`config.mk`:
```
export PLATFORM = sky130hd
export DESIGN_NAME = can_rx_framer
export DESIGN_NICKNAME = d
export VERILOG_FILES = /design/src/rtl/can_pkg.sv /design/src/rtl/can_destuff.sv /design/src/rtl/can_rx_framer.sv
export SDC_FILE = /design/constraint.sdc
export NUM_CORES = 1
export LEC_CHECK = 0
export CAP_MARGIN = 10
export CORE_MARGIN = 3
export CORE_UTILIZATION = 57
export DETAILED_ROUTE_END_ITERATION = 12
export PLACE_DENSITY = 0.91
export SLEW_MARGIN = 40
export SYNTH_ARGS = -nofsm -noshare
export SYNTH_HDL_FRONTEND = slang
export SYNTH_HIERARCHICAL = 1
export SYNTH_SLANG_ARGS = --single-unit
```
`constraint.sdc`:
```
create_clock -name clk -period 4.1 [get_ports clk]
set_input_delay 1.23 -clock clk [delete_from_list [all_inputs] [get_ports clk]]
set_output_delay 1.23 -clock clk [all_outputs]
set_load 0.05 [all_outputs]
```
`src/rtl/can_pkg.sv`:
```
// Shared types and field lengths for the CAN receive framer.
package can_pkg;

    typedef enum logic [3:0] {
        ST_IDLE,
        ST_ID,
        ST_RTR,
        ST_IDE,
        ST_R0,
        ST_DLC,
        ST_DATA,
        ST_CRC,
        ST_CRC_DEL,
        ST_ACK,
        ST_ACK_DEL,
        ST_EOF,
        ST_WAIT_IDLE
    } canState_e;

    localparam int ID_LEN    = 11;
    localparam int DLC_LEN   = 4;
    localparam int CRC_LEN   = 15;
    localparam int EOF_LEN   = 7;
    localparam int STUFF_RUN = 5;

endpackage

```
`src/rtl/can_destuff.sv`:
```
// Run-length tracker that strips CAN stuff bits and flags stuffing violations.
module can_destuff
    import can_pkg::*;
(
    input  logic clk,
    input  logic rst,
    input  logic en_i,
    input  logic restart_i,
    input  logic bit_valid_i,
    input  logic rx_bit_i,
    output logic bit_valid_o,
    output logic bit_o,
    output logic stuff_err_o
);

    logic [2:0] runCnt_q, runCnt_d;
    logic       runVal_q, runVal_d;

    // A restart models the SOF bit itself: one dominant bit already in the run.
    always_comb begin
        runCnt_d    = runCnt_q;
        runVal_d    = runVal_q;
        bit_valid_o = 1'b0;
        bit_o       = rx_bit_i;
        stuff_err_o = 1'b0;
        if (restart_i) begin
            runCnt_d = 3'd1;
            runVal_d = 1'b0;
        end else if (en_i && bit_valid_i) begin
            if (runCnt_q == 3'(STUFF_RUN)) begin
                if (rx_bit_i != runVal_q) begin
                    runCnt_d = 3'd1;
                    runVal_d = rx_bit_i;
                end else begin
                    stuff_err_o = 1'b1;
                end
            end else begin
                bit_valid_o = 1'b1;
                if (rx_bit_i == runVal_q) begin
                    runCnt_d = runCnt_q + 3'd1;
                end else begin
                    runCnt_d = 3'd1;
                    runVal_d = rx_bit_i;
                end
            end
        end
    end

    always_ff @(posedge clk) begin
        if (rst) begin
            runCnt_q <= 3'd0;
            runVal_q <= 1'b0;
        end else begin
            runCnt_q <= runCnt_d;
            runVal_q <= runVal_d;
        end
    end

endmodule

```
`src/rtl/can_rx_framer.sv`:
```
// Receive-side sequencer for classical CAN base frames; walks the frame fields on
// destuffed bits and drives the downstream serial capture stage.
module can_rx_framer
    import can_pkg::*;
#(
    parameter int IDLE_BITS = 11,
    parameter int MAX_BYTES = 8
) (
    input  logic        clk,
    input  logic        rst,
    input  logic        bit_valid_i,
    input  logic        rx_bit_i,
    output logic        init_o,
    output logic        id_en_o,
    output logic        data_en_o,
    output logic        bit_out_o,
    output logic        rtr_o,
    output logic [3:0]  dlc_o,
    output logic [14:0] crc_rx_o,
    output logic        frame_ok_o,
    output logic        stuff_err_o,
    output logic        form_err_o
);

    localparam int            RW       = $clog2(IDLE_BITS + 1);
    localparam logic [RW-1:0] IDLE_CNT = RW'(IDLE_BITS);
    localparam logic [3:0]    MAX_NIB  = 4'(MAX_BYTES);

    canState_e     state_q, state_d;
    logic [RW-1:0] recCnt_q, recCnt_d;
    logic [7:0]    fieldCnt_q, fieldCnt_d;
    logic [7:0]    dataBits_q, dataBits_d;
    logic          rtr_q, rtr_d;
    logic [3:0]    dlc_q, dlc_d;
    logic [14:0]   crc_q, crc_d;
    logic          init_q, init_d, idEn_q, idEn_d, dataEn_q, dataEn_d, bitOut_q, bitOut_d;
    logic          frameOk_q, frameOk_d, stuffErr_q, stuffErr_d, formErr_q, formErr_d;
    logic          sof, dsEn, dsValid, dsBit, dsErr;
    logic [3:0]    dlcNext, dataBytes;

    assign sof  = bit_valid_i && !rx_bit_i && (state_q == ST_IDLE) && (recCnt_q == IDLE_CNT);
    assign dsEn = state_q inside {ST_ID, ST_RTR, ST_IDE, ST_R0, ST_DLC, ST_DATA, ST_CRC, ST_CRC_DEL};

    can_destuff uDestuff (
        .clk         (clk),
        .rst         (rst),
        .en_i        (dsEn),
        .restart_i   (sof),
        .bit_valid_i (bit_valid_i),
        .rx_bit_i    (rx_bit_i),
        .bit_valid_o (dsValid),
        .bit_o       (dsBit),
        .stuff_err_o (dsErr)
    );

    // Stuffed fields advance only on destuffed bits; ACK onwards uses raw samples.
    always_comb begin
        state_d    = state_q;
        recCnt_d   = recCnt_q;
        fieldCnt_d = fieldCnt_q;
        dataBits_d = dataBits_q;
        rtr_d      = rtr_q;
        dlc_d      = dlc_q;
        crc_d      = crc_q;
        init_d     = 1'b0;
        idEn_d     = 1'b0;
        dataEn_d   = 1'b0;
        bitOut_d   = 1'b0;
        frameOk_d  = 1'b0;
        stuffErr_d = 1'b0;
        formErr_d  = 1'b0;
        dlcNext    = {dlc_q[2:0], dsBit};
        if (rtr_q)                  dataBytes = 4'd0;
        else if (dlcNext > MAX_NIB) dataBytes = MAX_NIB;
        else                        dataBytes = dlcNext;

        if (bit_valid_i) begin
            if (!rx_bit_i)                recCnt_d = '0;
            else if (recCnt_q != IDLE_CNT) recCnt_d = recCnt_q + RW'(1);

            case (state_q)
                ST_IDLE: begin
                    if (sof) begin
                        init_d     = 1'b1;
                        rtr_d      = 1'b0;
                        dlc_d      = 4'd0;
                        crc_d      = 15'd0;
                        fieldCnt_d = 8'd0;
                        state_d    = ST_ID;
                    end else if (!rx_bit_i) begin
                        state_d = ST_WAIT_IDLE;
                    end
                end
                ST_WAIT_IDLE: if (recCnt_d == IDLE_CNT) state_d = ST_IDLE;
                ST_ACK:       state_d = ST_ACK_DEL;
                ST_ACK_DEL: begin
                    if (!rx_bit_i) begin
                        formErr_d = 1'b1;
                        state_d   = ST_WAIT_IDLE;
                    end else begin
                        fieldCnt_d = 8'd0;
                        state_d    = ST_EOF;
                    end
                end
                ST_EOF: begin
                    if (!rx_bit_i) begin
                        formErr_d = 1'b1;
                        state_d   = ST_WAIT_IDLE;
                    end else if (fieldCnt_q == 8'(EOF_LEN - 1)) begin
                        frameOk_d = 1'b1;
                        state_d   = ST_IDLE;
                    end else begin
                        fieldCnt_d = fieldCnt_q + 8'd1;
                    end
                end
                default: begin
                    if (dsErr) begin
                        stuffErr_d = 1'b1;
                        state_d    = ST_WAIT_IDLE;
                    end else if (dsValid) begin
                        case (state_q)
                            ST_ID: begin
                                idEn_d   = 1'b1;
                                bitOut_d = dsBit;
                                if (fieldCnt_q == 8'(ID_LEN - 1)) begin
                                    fieldCnt_d = 8'd0;
                                    state_d    = ST_RTR;
                                end else begin
                                    fieldCnt_d = fieldCnt_q + 8'd1;
                                end
                            end
                            ST_RTR: begin
                                rtr_d   = dsBit;
                                state_d = ST_IDE;
                            end
                            ST_IDE: begin
                                if (dsBit) begin
                                    formErr_d = 1'b1;
                                    state_d   = ST_WAIT_IDLE;
                                end else begin
                                    state_d = ST_R0;
                                end
                            end
                            ST_R0: state_d = ST_DLC;
                            ST_DLC: begin
                                dlc_d = dlcNext;
                                if (fieldCnt_q == 8'(DLC_LEN - 1)) begin
                                    fieldCnt_d = 8'd0;
                                    dataBits_d = {1'b0, dataBytes, 3'b000};
                                    state_d    = (dataBytes == 4'd0) ? ST_CRC : ST_DATA;
                                end else begin
                                    fieldCnt_d = fieldCnt_q + 8'd1;
                                end
                            end
                            ST_DATA: begin
                                dataEn_d = 1'b1;
                                bitOut_d = dsBit;
                                if (fieldCnt_q == dataBits_q - 8'd1) begin
                                    fieldCnt_d = 8'd0;
                                    state_d    = ST_CRC;
                                end else begin
                                    fieldCnt_d = fieldCnt_q + 8'd1;
                                end
                            end
                            ST_CRC: begin
                                crc_d = {crc_q[13:0], dsBit};
                                if (fieldCnt_q == 8'(CRC_LEN - 1)) begin
                                    fieldCnt_d = 8'd0;
                                    state_d    = ST_CRC_DEL;
                                end else begin
                                    fieldCnt_d = fieldCnt_q + 8'd1;
                                end
                            end
                            ST_CRC_DEL: begin
                                if (!dsBit) begin
                                    formErr_d = 1'b1;
                                    state_d   = ST_WAIT_IDLE;
                                end else begin
                                    state_d = ST_ACK;
                                end
                            end
                            default: ;
                        endcase
                    end
                end
            endcase
        end
    end

    always_ff @(posedge clk) begin
        if (rst) begin
            state_q    <= ST_IDLE;
            recCnt_q   <= '0;
            fieldCnt_q <= 8'd0;
            dataBits_q <= 8'd0;
            rtr_q      <= 1'b0;
            dlc_q      <= 4'd0;
            crc_q      <= 15'd0;
            init_q     <= 1'b0;
            idEn_q     <= 1'b0;
            dataEn_q   <= 1'b0;
            bitOut_q   <= 1'b0;
            frameOk_q  <= 1'b0;
            stuffErr_q <= 1'b0;
            formErr_q  <= 1'b0;
        end else begin
            state_q    <= state_d;
            recCnt_q   <= recCnt_d;
            fieldCnt_q <= fieldCnt_d;
            dataBits_q <= dataBits_d;
            rtr_q      <= rtr_d;
            dlc_q      <= dlc_d;
            crc_q      <= crc_d;
            init_q     <= init_d;
            idEn_q     <= idEn_d;
            dataEn_q   <= dataEn_d;
            bitOut_q   <= bitOut_d;
            frameOk_q  <= frameOk_d;
            stuffErr_q <= stuffErr_d;
            formErr_q  <= formErr_d;
        end
    end

    assign init_o      = init_q;
    assign id_en_o     = idEn_q;
    assign data_en_o   = dataEn_q;
    assign bit_out_o   = bitOut_q;
    assign rtr_o       = rtr_q;
    assign dlc_o       = dlc_q;
    assign crc_rx_o    = crc_q;
    assign frame_ok_o  = frameOk_q;
    assign stuff_err_o = stuffErr_q;
    assign form_err_o  = formErr_q;

endmodule
```
# [Word-level counts from Yosys, hierarchy flattened]
# Index checks and enable logic that the tools add are counted.
[op_classes] n_addsub=4 bitwise_logic=10 mux=75 n_reduce_logical=39 n_eq_ne=39 n_lt_le_gt_ge=1
[op_table] operator="$mux 4" n=21
[op_table] operator="$mux 8" n=10
[op_table] operator="$pmux 8 s4" n=2
[op_table] operator="$mux 15" n=4
[op_table] operator="$ne 8x3->1 const B" n=4
[op_table] operator="$pmux 4 s8" n=1
[op_table] operator="$pmux 15 s2" n=1
[op_table] operator="$eq 4x4->1 const B" n=7
[op_table] operator="$mux 1" n=26
[op_table] operator="$reduce_and 6->1" n=4
[op_table] operator="$pmux 4 s5" n=1
[op_table] operator="$eq 4x3->1 const B" n=4
[op_table] operator="$eq 8x4->1 const B" n=2
[op_table] operator="$mux 3" n=5
[op_table] operator="$reduce_bool 14->1" n=1
[op_table] operator="$reduce_bool 7->1" n=2
[op_table] operator="$ne 2x2->1 const B" n=6
[op_table] operator="$not 1->1" n=10
[op_table] operator="$reduce_and 10->1" n=1
[op_table] operator="$reduce_bool 2->1" n=5
[op_table] operator="$reduce_or 10->1" n=1
[op_table] operator="$reduce_or 2->1" n=5
[op_table] operator="$ne 3x3->1 const B" n=3
[op_table] operator="$reduce_and 9->1" n=1
[op_table] operator="30 further kinds" n=41
[totals] output_inout_bits=27 elab_cells=185 reg_bits=51 in_bits=4

# [Logic depth before layout (Yosys ltp)]
# Gate-level depths: netlist of the first run.
[depth] depth_word=10 ltp_mapped=14 mapped_depth_nobuf=11

# [Modules after synthesis]
# The synthesis of the first run kept the hierarchy.
[by_module_without_submodules] mod="can_rx_framer" n_inst=1 cells_per_inst=364 seq_area_each_um2=940.9 area_per_inst_um2=2884.0
[by_module_without_submodules] mod="can_destuff" n_inst=1 cells_per_inst=32 seq_area_each_um2=80.1 area_per_inst_um2=271.5

# [Worst setup path before layout of the first run]
# No wires, ideal clock.
[synth_timing] path_kind="input to register" from="in rx_bit_i" to="reg dlc_q[1], in the netlist dlc_o[1]" setup_ps=71 path_buffers=2 stages=12 required_ps=4029 arrival_ps=3767 setup_slack_ps=263 path_cell_list="buf_6 nor4bb_1 nand2_1 nor2_1 nor4_1 clkbuf_1 inv_1 and3_1 o211ai_4 a211o_4 or3b_1 a21oi_1"
[synth_between] elab_chain_len=7 elab_cells_between_ends=14 cone_classes="3 x eq/ne; 5 x mux; 6 x reduce/logical"
[synth_lines] item="start: declaration" line_no="can_rx_framer.sv:12" rtl="input logic rx_bit_i,"
[synth_lines] item="$logic_not 1->1"
[synth_lines] item="$logic_and 1x1->1 (3 in a row)" line_no="can_rx_framer.sv:41" rtl="assign sof = bit_valid_i && !rx_bit_i && (state_q == ST_IDLE) && (recCnt_q == IDLE_CNT);"
[synth_lines] item="named net sof" line_no="can_rx_framer.sv:38" rtl="logic sof, dsEn, dsValid, dsBit, dsErr;"
[synth_lines] item="$mux 1" line_no="can_destuff.sv:26" rtl="if (restart_i) begin"
[synth_lines] item="named net dsErr" line_no="can_rx_framer.sv:38"
[synth_lines] item="$ne 2x1->1 (no line)"
[synth_lines] item="$reduce_and 6->1 (no line)"
[synth_lines] item="end signal: assignment" line_no="can_rx_framer.sv:212" rtl="dlc_q <= dlc_d;"
[synth_lines] item="end: declaration" line_no="can_rx_framer.sv:34" rtl="logic [3:0] dlc_q, dlc_d;"
# The timed path passes the listed nets, and every way through them passes these cells.
# A chain may end at the register's enable or synchronous reset.

# [Worst setup path in the final report of the first run]
[layout_timing] from="in rx_bit_i" to="reg fieldCnt_q[1]"
[layout_between] elab_chain_len=7 elab_cells_between_ends=16 cone_classes="5 x eq/ne; 5 x mux; 6 x reduce/logical"
[layout_lines] item="$logic_not 1->1"
[layout_lines] item="$logic_and 1x1->1 (3 in a row)" line_no="can_rx_framer.sv:41"
[layout_lines] item="named net sof" line_no="can_rx_framer.sv:38"
[layout_lines] item="$mux 1" line_no="can_destuff.sv:26"
[layout_lines] item="named net dsErr" line_no="can_rx_framer.sv:38"
[layout_lines] item="$ne 4x1->1 (no line)"
[layout_lines] item="$reduce_and 9->1 (no line)"
[layout_lines] item="end signal: assignment" line_no="can_rx_framer.sv:209" rtl="fieldCnt_q <= fieldCnt_d;"
[layout_lines] item="end: declaration" line_no="can_rx_framer.sv:31" rtl="logic [7:0] fieldCnt_q, fieldCnt_d;"
# The timed path passes the listed nets, and every way through them passes these cells.

==> metrics.txt, run 1 <==
outcome completed; max incr delay on CP 440 ps; dpl hpwl ~5500 µm; Worst EP arrival 4050 ps; syn nets 406; Post-synth ARST share 0%; Register Area 1020 µm²; Sw Pwr between 0.8 and 0.9 mW; clk buf depth 2; fin crit period about 3800 ps; combinational share of power 52.7%; leading area contributor after synthesis dfxtp_1; row count 26; crit path max fanout 11; Max VDD drop 0.231 mV; total internal power a little under 1 mW; critical path cell sequence clkdlybuf4s50_1 -> nor4bb_1 -> nand2_1 -> nor2_1 -> nor4_1 -> buf_4 -> and3b_1 -> o21ai_0 -> a21oi_1 -> and2_1 -> o211ai_1 -> a21oi_1; number of diodes 0; Max Cap Violations 0; Worst setup SP type primary input; Post-Syn Instances between 300 and 400; drt pass-1 iters 5; Pleak approximately 1.2 nW; unrepaired setup endpoints after global routing no; share of cells above drive strength 1 10.0%; area grow syn2layout 13.8%; setup TNS 0 ps; Die X 80.4 µm; CP endpoint kind register; Hold Path Class register to register; fin crit share 92.5%; commonest non-fill, non-tap cell in the layout dfxtp_1; worst skew pair latency about 320 ps; final antenna-violating net count 0; Worst slew margin between 50% and 60%; clk slew on worst S/H paths 100 ps; Post-synth EDFFs 0; vias in the first global route approximately 2800; PD cells 506 nW/µm²; #FFs+latches synth 51; Slew Limit Fails 0; Final GP Congestion 1.05; CTS resizes 0; final hold viol count 0; # hold bufs at CTS 0; # clock sinks 51; Tot Pwr 1.82 mW; grt ovf 0; Crit Path Category primary input to register; Syn Area/Cell 7.97 µm²; sequential-to-total area share from yosys stat 32.4%; I/O Buffers 30; CTS tree yes; cells taking the most area after synthesis dfxtp_1 (32%), a21oi_1 (6.0%), nand3_1 (5.2%); die height between 80 and 90 µm; Residual DRC 0; power share of the sequential group 30.0%; H-tree levels 2; post-layout util between 60 and 70%; Post-CTS Setup Repair Bufs 0; I/O pins 31; DIE AREA 6460 µm²; total number of vias 3070; Yosys cell types 65; clock root cell clkbuf_8; top-area cell type share of the netlist area approximately a third; initial antenna violation count 0; critical path's most frequent cell a21oi_1; Synth Cell Area 3160 µm²; WP data required between 4000 and 5000 ps; first-pass GRT wire length 13300 µm; Final setup viols 0; GRT Total Usage about a quarter; largest net degree at the start of global routing 30; Detailed Route WL 7970 µm; wire length per cell 16.3 µm; CTS buffer count 5; fin nets about 430; FILL cells 413; Worst Tran Pin Value between 700 and 800 ps; Via density 6.29; CORE AREA about 5200 µm²; synth warn 6; footprint of the multi-input gates 1950 µm²; Worst Skew between 10 and 15 ps; CP max stage cell clkdlybuf4s50_1; most frequent cells in the layout dfxtp_1 (51), nand2_1 (39), a21oi_1 (37); number of DRC markers in iteration 0 284; Clock power frac ~17%; Fmax 264 MHz; Synth Flop Type dfxtp_1; initial core utilization 60.2%; Net Sw Frac 45.4%
stage by stage:
| step | area [µm²] | setup slack (ps) | instances | hold slack, ps |
|---|---|---|---|---|
| floorplan | 3160 | 263 | 396 | 459 |
| global placement | 3500 | 193 | 480 | 445 |
| detailed placement | 3500 | 23.3 | 480 | 446 |
| CTS | 3600 | 333 | 488 | 461 |
| global route | 3590 | 58.0 | 488 | 478 |
| finish | 3590 | 308 | 488 | 458 |
power by group through the flow:
stage,Combinational [mW],Clock [mW],Sequential (mW)
6_report,0.957,0.315,0.546
5_1_grt,1.03,0.341,0.552
4_1_cts,0.936,0.319,0.546
3_5_place_dp,0.930,0,0.557
3_3_place_gp,0.903,0,0.555
2_1_floorplan,0.759,0,0.561
worst max-delay path: cells and delay by family:
family / cells / cell delay [ps]
simple gates: 6 / 1430
compound gates: 4 / 750
buf+inv: 2 / 630
layout make-up:
class	count	share of cell area [%]
sequential	51	28.4
clock buffer	5	1.92
clock inverter	3	0.697
timing repair buffer	45	11.4
multi-input combinational	305	54.2
tap	70	2.44
inverter	9	0.941
per-layer routing:
layer  up-vias  GRT usage, %  share of wire, %
met2       118          43.2                50
met5         -             0                 0
met3        19          7.17               6.5
li1       1478             -                 -
met4         0          7.26               1.5
met1      1455          32.2                42
synthesized netlist by cell type, types with 2 or more instances:
cell	n
nor4_2	3
or2_2	3
dfxtp_1	51
o21ai_0	10
nand3_1	33
xnor2_1	7
nor3b_1	4
nor3_1	10
and2_1	6
nor2b_1	7
a31oi_1	7
nand2b_1	15
nor4bb_1	2
a21oi_1	38
nor4_4	2
xor2_1	5
nand2_1	39
buf_1	3
and3_1	4
buf_4	2
buf_6	3
and3b_1	3
or3_1	2
o221ai_1	2
nand4_1	3
a211o_1	2
a22oi_1	3
o22a_1	2
clkbuf_1	14
inv_1	8
or3b_1	3
a311oi_2	2
mux2i_1	6
a211oi_1	7
o211ai_1	8
nor4_1	4
nor2_1	29
buf_2	9
a311oi_1	2
ha_1	6
nand3b_1	3
flip-flops by register name (all words and copies together) (netlist names), 3 cells and up:
register	count
fieldCnt_q	8
crc_rx_o	15
state_q	4
recCnt_q	4
dlc_o	4
dataBits_q	4
uDestuff/runCnt_q	3
logic make-up after synthesis:
| logic type | synth area share [%] |
|---|---|
| xor+xnor | 3.33 |
| flops | 32.4 |
| buf+inv | 6.07 |
| fa+ha+maj | 2.38 |
| compound gates | 22.0 |
| simple gates | 31.5 |
| mux | 2.38 |
final timing paths:
path              slack [ps]  cells after the start            end    startpoint
setup / recovery         310                     12  fieldCnt_q[1]      rx_bit_i
hold / removal           460                      2   crc_rx_o[14]  crc_rx_o[14]
setup reg to reg         740                     11  fieldCnt_q[0]    state_q[1]
hold reg to reg          460                      2   crc_rx_o[14]  crc_rx_o[14]
Note: power is estimated with default switching activity, not from simulation.
==> inputs of run 2 (changes only) <==
Settings changed: HOLD_SLACK_MARGIN from default to 0.02.
==> results of run 2 <==
The final DEF is identical to that of run 1; final timing and power are the same.
==> inputs of run 3 (changes only) <==
Settings changed: CORE_UTILIZATION 57 to 34, PLACE_DENSITY 0.91 to 0.63.
==> run 3 against run 2 <==
- global-route usage is 10 points lower
- cell area is 2.9% higher
- clock power is 17% higher
- clock skew is 4.3 ps lower
- critical endpoint is now fieldCnt_q[5]
- first-iteration DRC count is 22% lower
- largest cell class unchanged
- core utilization is 27 points lower
- critical path type unchanged
- highest routed layer unchanged
- hold slack better by 0.85 ps
==> metrics.txt, run 3 (synthesized netlist as in run 1, its figures left out) <==
outcome completed; Residual DRC 0 (unchanged); Slew Limit Fails 0 (unchanged); Die X 102 µm (+27%); clock root cell clkbuf_8; worst hold margin 459 ps (+0.847 ps); number of diodes 0 (unchanged); most frequent cells in the layout dfxtp_1 (51), nand2_1 (39), a21oi_1 (37); # clock sinks 51 (unchanged); fin crit share 90.6% (-1.9 points); Detailed Route WL 7790 µm (-2.3%); Worst Tran Pin Value 760 ps (+55.7 ps); clk slew on worst S/H paths 100 ps (about the same); fin nets 431 (+0.94%); total number of vias 2943 (-4.1%); R2R setup slack 890 ps (+150 ps); dpl hpwl 5400 µm (-1.7%); GRT Total Usage 15.3% (-10 points); Crit Path Category primary input to register; final hold viol count 0 (unchanged); Hold Path Class register to register; vias in the first global route 2763 (-2.9%); r2r endpoint fieldCnt_q[2]; Fmax 269 MHz (+2.1%); hold path cells 2 (unchanged); I/O pins 31 (unchanged); I/O Buffers 30 (unchanged); initial antenna violation count 0 (unchanged); Max Cap Violations 0 (unchanged); DIE AREA 10500 µm² (+62%); first-pass GRT wire length 13100 µm (-1.8%); FF-to-FF path depth 11 (unchanged); Final setup viols 0 (unchanged); FF-to-FF Start state_q[1]; commonest non-fill, non-tap cell in the layout dfxtp_1; CP endpoint kind register; number of DRC markers in iteration 0 222 (-22%); Pleak 1.23 nW (+2.8%); worst skew pair latency 310 ps (about the same); Final GP Congestion 0.837 (-20%); WP data required 4330 ps (-20 ps); initial core utilization 35.7% (-25 points); FILL cells 919 (+120%); wire length per cell 14.7 µm (-10%); area grow syn2layout 17.0%; setup TNS 0 ps (unchanged); Worst EP arrival 3940 ps (-110 ps); drt pass-1 iters 5 (unchanged); footprint of the multi-input gates 1950 µm² (unchanged); Max VDD drop 0.206 mV (-11%); CTS resizes 0 (unchanged); unrepaired setup endpoints after global routing no; share of cells above drive strength 1 10.9% (+0.85 points); fin crit period 3710 ps (-78.0 ps); PD cells 514 nW/µm² (+1.5%); CORE AREA 8850 µm² (+69%); Worst slew margin 48.9% (-3.8 points); H-tree levels 2 (unchanged); post-layout util 41.7% (-27 points); clk buf depth 2 (unchanged); # hold bufs at CTS 0 (unchanged); hold path startpoint dlc_o[3]; max reg flops 15 (unchanged); die height 102 µm (+27%); final antenna-violating net count 0 (unchanged); Hold Path Sink dlc_o[3]; CTS buffer count 5 (unchanged); Post-CTS Setup Repair Bufs 0 (unchanged); crit path max fanout 8 (-3); Worst Skew 10.2 ps (-4.35 ps); largest net degree at the start of global routing 50 (+67%); Worst setup SP type primary input; Via density 5.55 (-12%); grt ovf 0 (unchanged); CTS tree yes; Tot Pwr 1.90 mW (+4.4%); row count 34 (+31%); Register Area 1020 µm² (unchanged)
run 3: cell types whose count changed in the layout (fill, tap and decap cells not counted):
cell,previous run,this run
inv_6,2,1
buf_2,1,0
bufinv_16,0,1
buf_4,15,20
clkinvlp_4,1,0
clkinv_4,0,1
run 3: how the worst max path moves through the flow:
| stage | endpoint | slack [ps] | depth (start not counted) | start |
|---|---|---|---|---|
| 2_1_floorplan | dlc_o[1] | 260 | 12 | rx_bit_i |
| 3_3_place_gp | fieldCnt_q[5] | 130 | 12 | rx_bit_i |
| 3_5_place_dp | fieldCnt_q[5] | 10 | 12 | rx_bit_i |
| 4_1_cts | fieldCnt_q[5] | 370 | 12 | rx_bit_i |
| 5_1_grt | fieldCnt_q[4] | 60 | 12 | rx_bit_i |
| 6_report | fieldCnt_q[5] | 390 | 12 | rx_bit_i |
run 3: metal layers:
metal	vias to the layer above	track usage, %	share of wire, %
met4	0	4.94	1.4
met2	86	24.9	47
li1	1480	-	-
met5	-	0	0
met1	1369	21.2	47
met3	8	1.91	4.1
run 3: worst max-delay path, cell delays in order:
cell	delay, ps
clkdlybuf4s50_1	420
nor4bb_1	380
nand2_1	120
nor2_1	180
nor4_1	110
buf_4	180
nor4bb_1	250
o21ai_0	140
a211oi_1	390
nand3_1	150
xor2_1	160
a211oi_1	230
run 3: area by class of cell:
cell class / instances / share of cell area [%]
repair buffers: 49 / 11.9
inverters: 9 / 0.915
clock buffers: 5 / 1.86
clock inverters: 3 / 1.29
multi-input cells: 305 / 52.7
well taps: 108 / 3.66
flip-flops and latches: 51 / 27.6
run 3: per-stage QoR:
stage,setup slack [ps],cells,area (µm²)
6_report,386,530,3690
5_1_grt,64.8,530,3690
4_1_cts,367,530,3690
3_5_place_dp,12.0,522,3580
3_3_place_gp,129,522,3570
2_1_floorplan,263,396,3160
run 3: power breakdown:
| group | switching (mW) | internal, mW |
|---|---|---|
| Sequential | 0.0206 | 0.524 |
| Clock | 0.185 | 0.185 |
| Combinational | 0.617 | 0.364 |
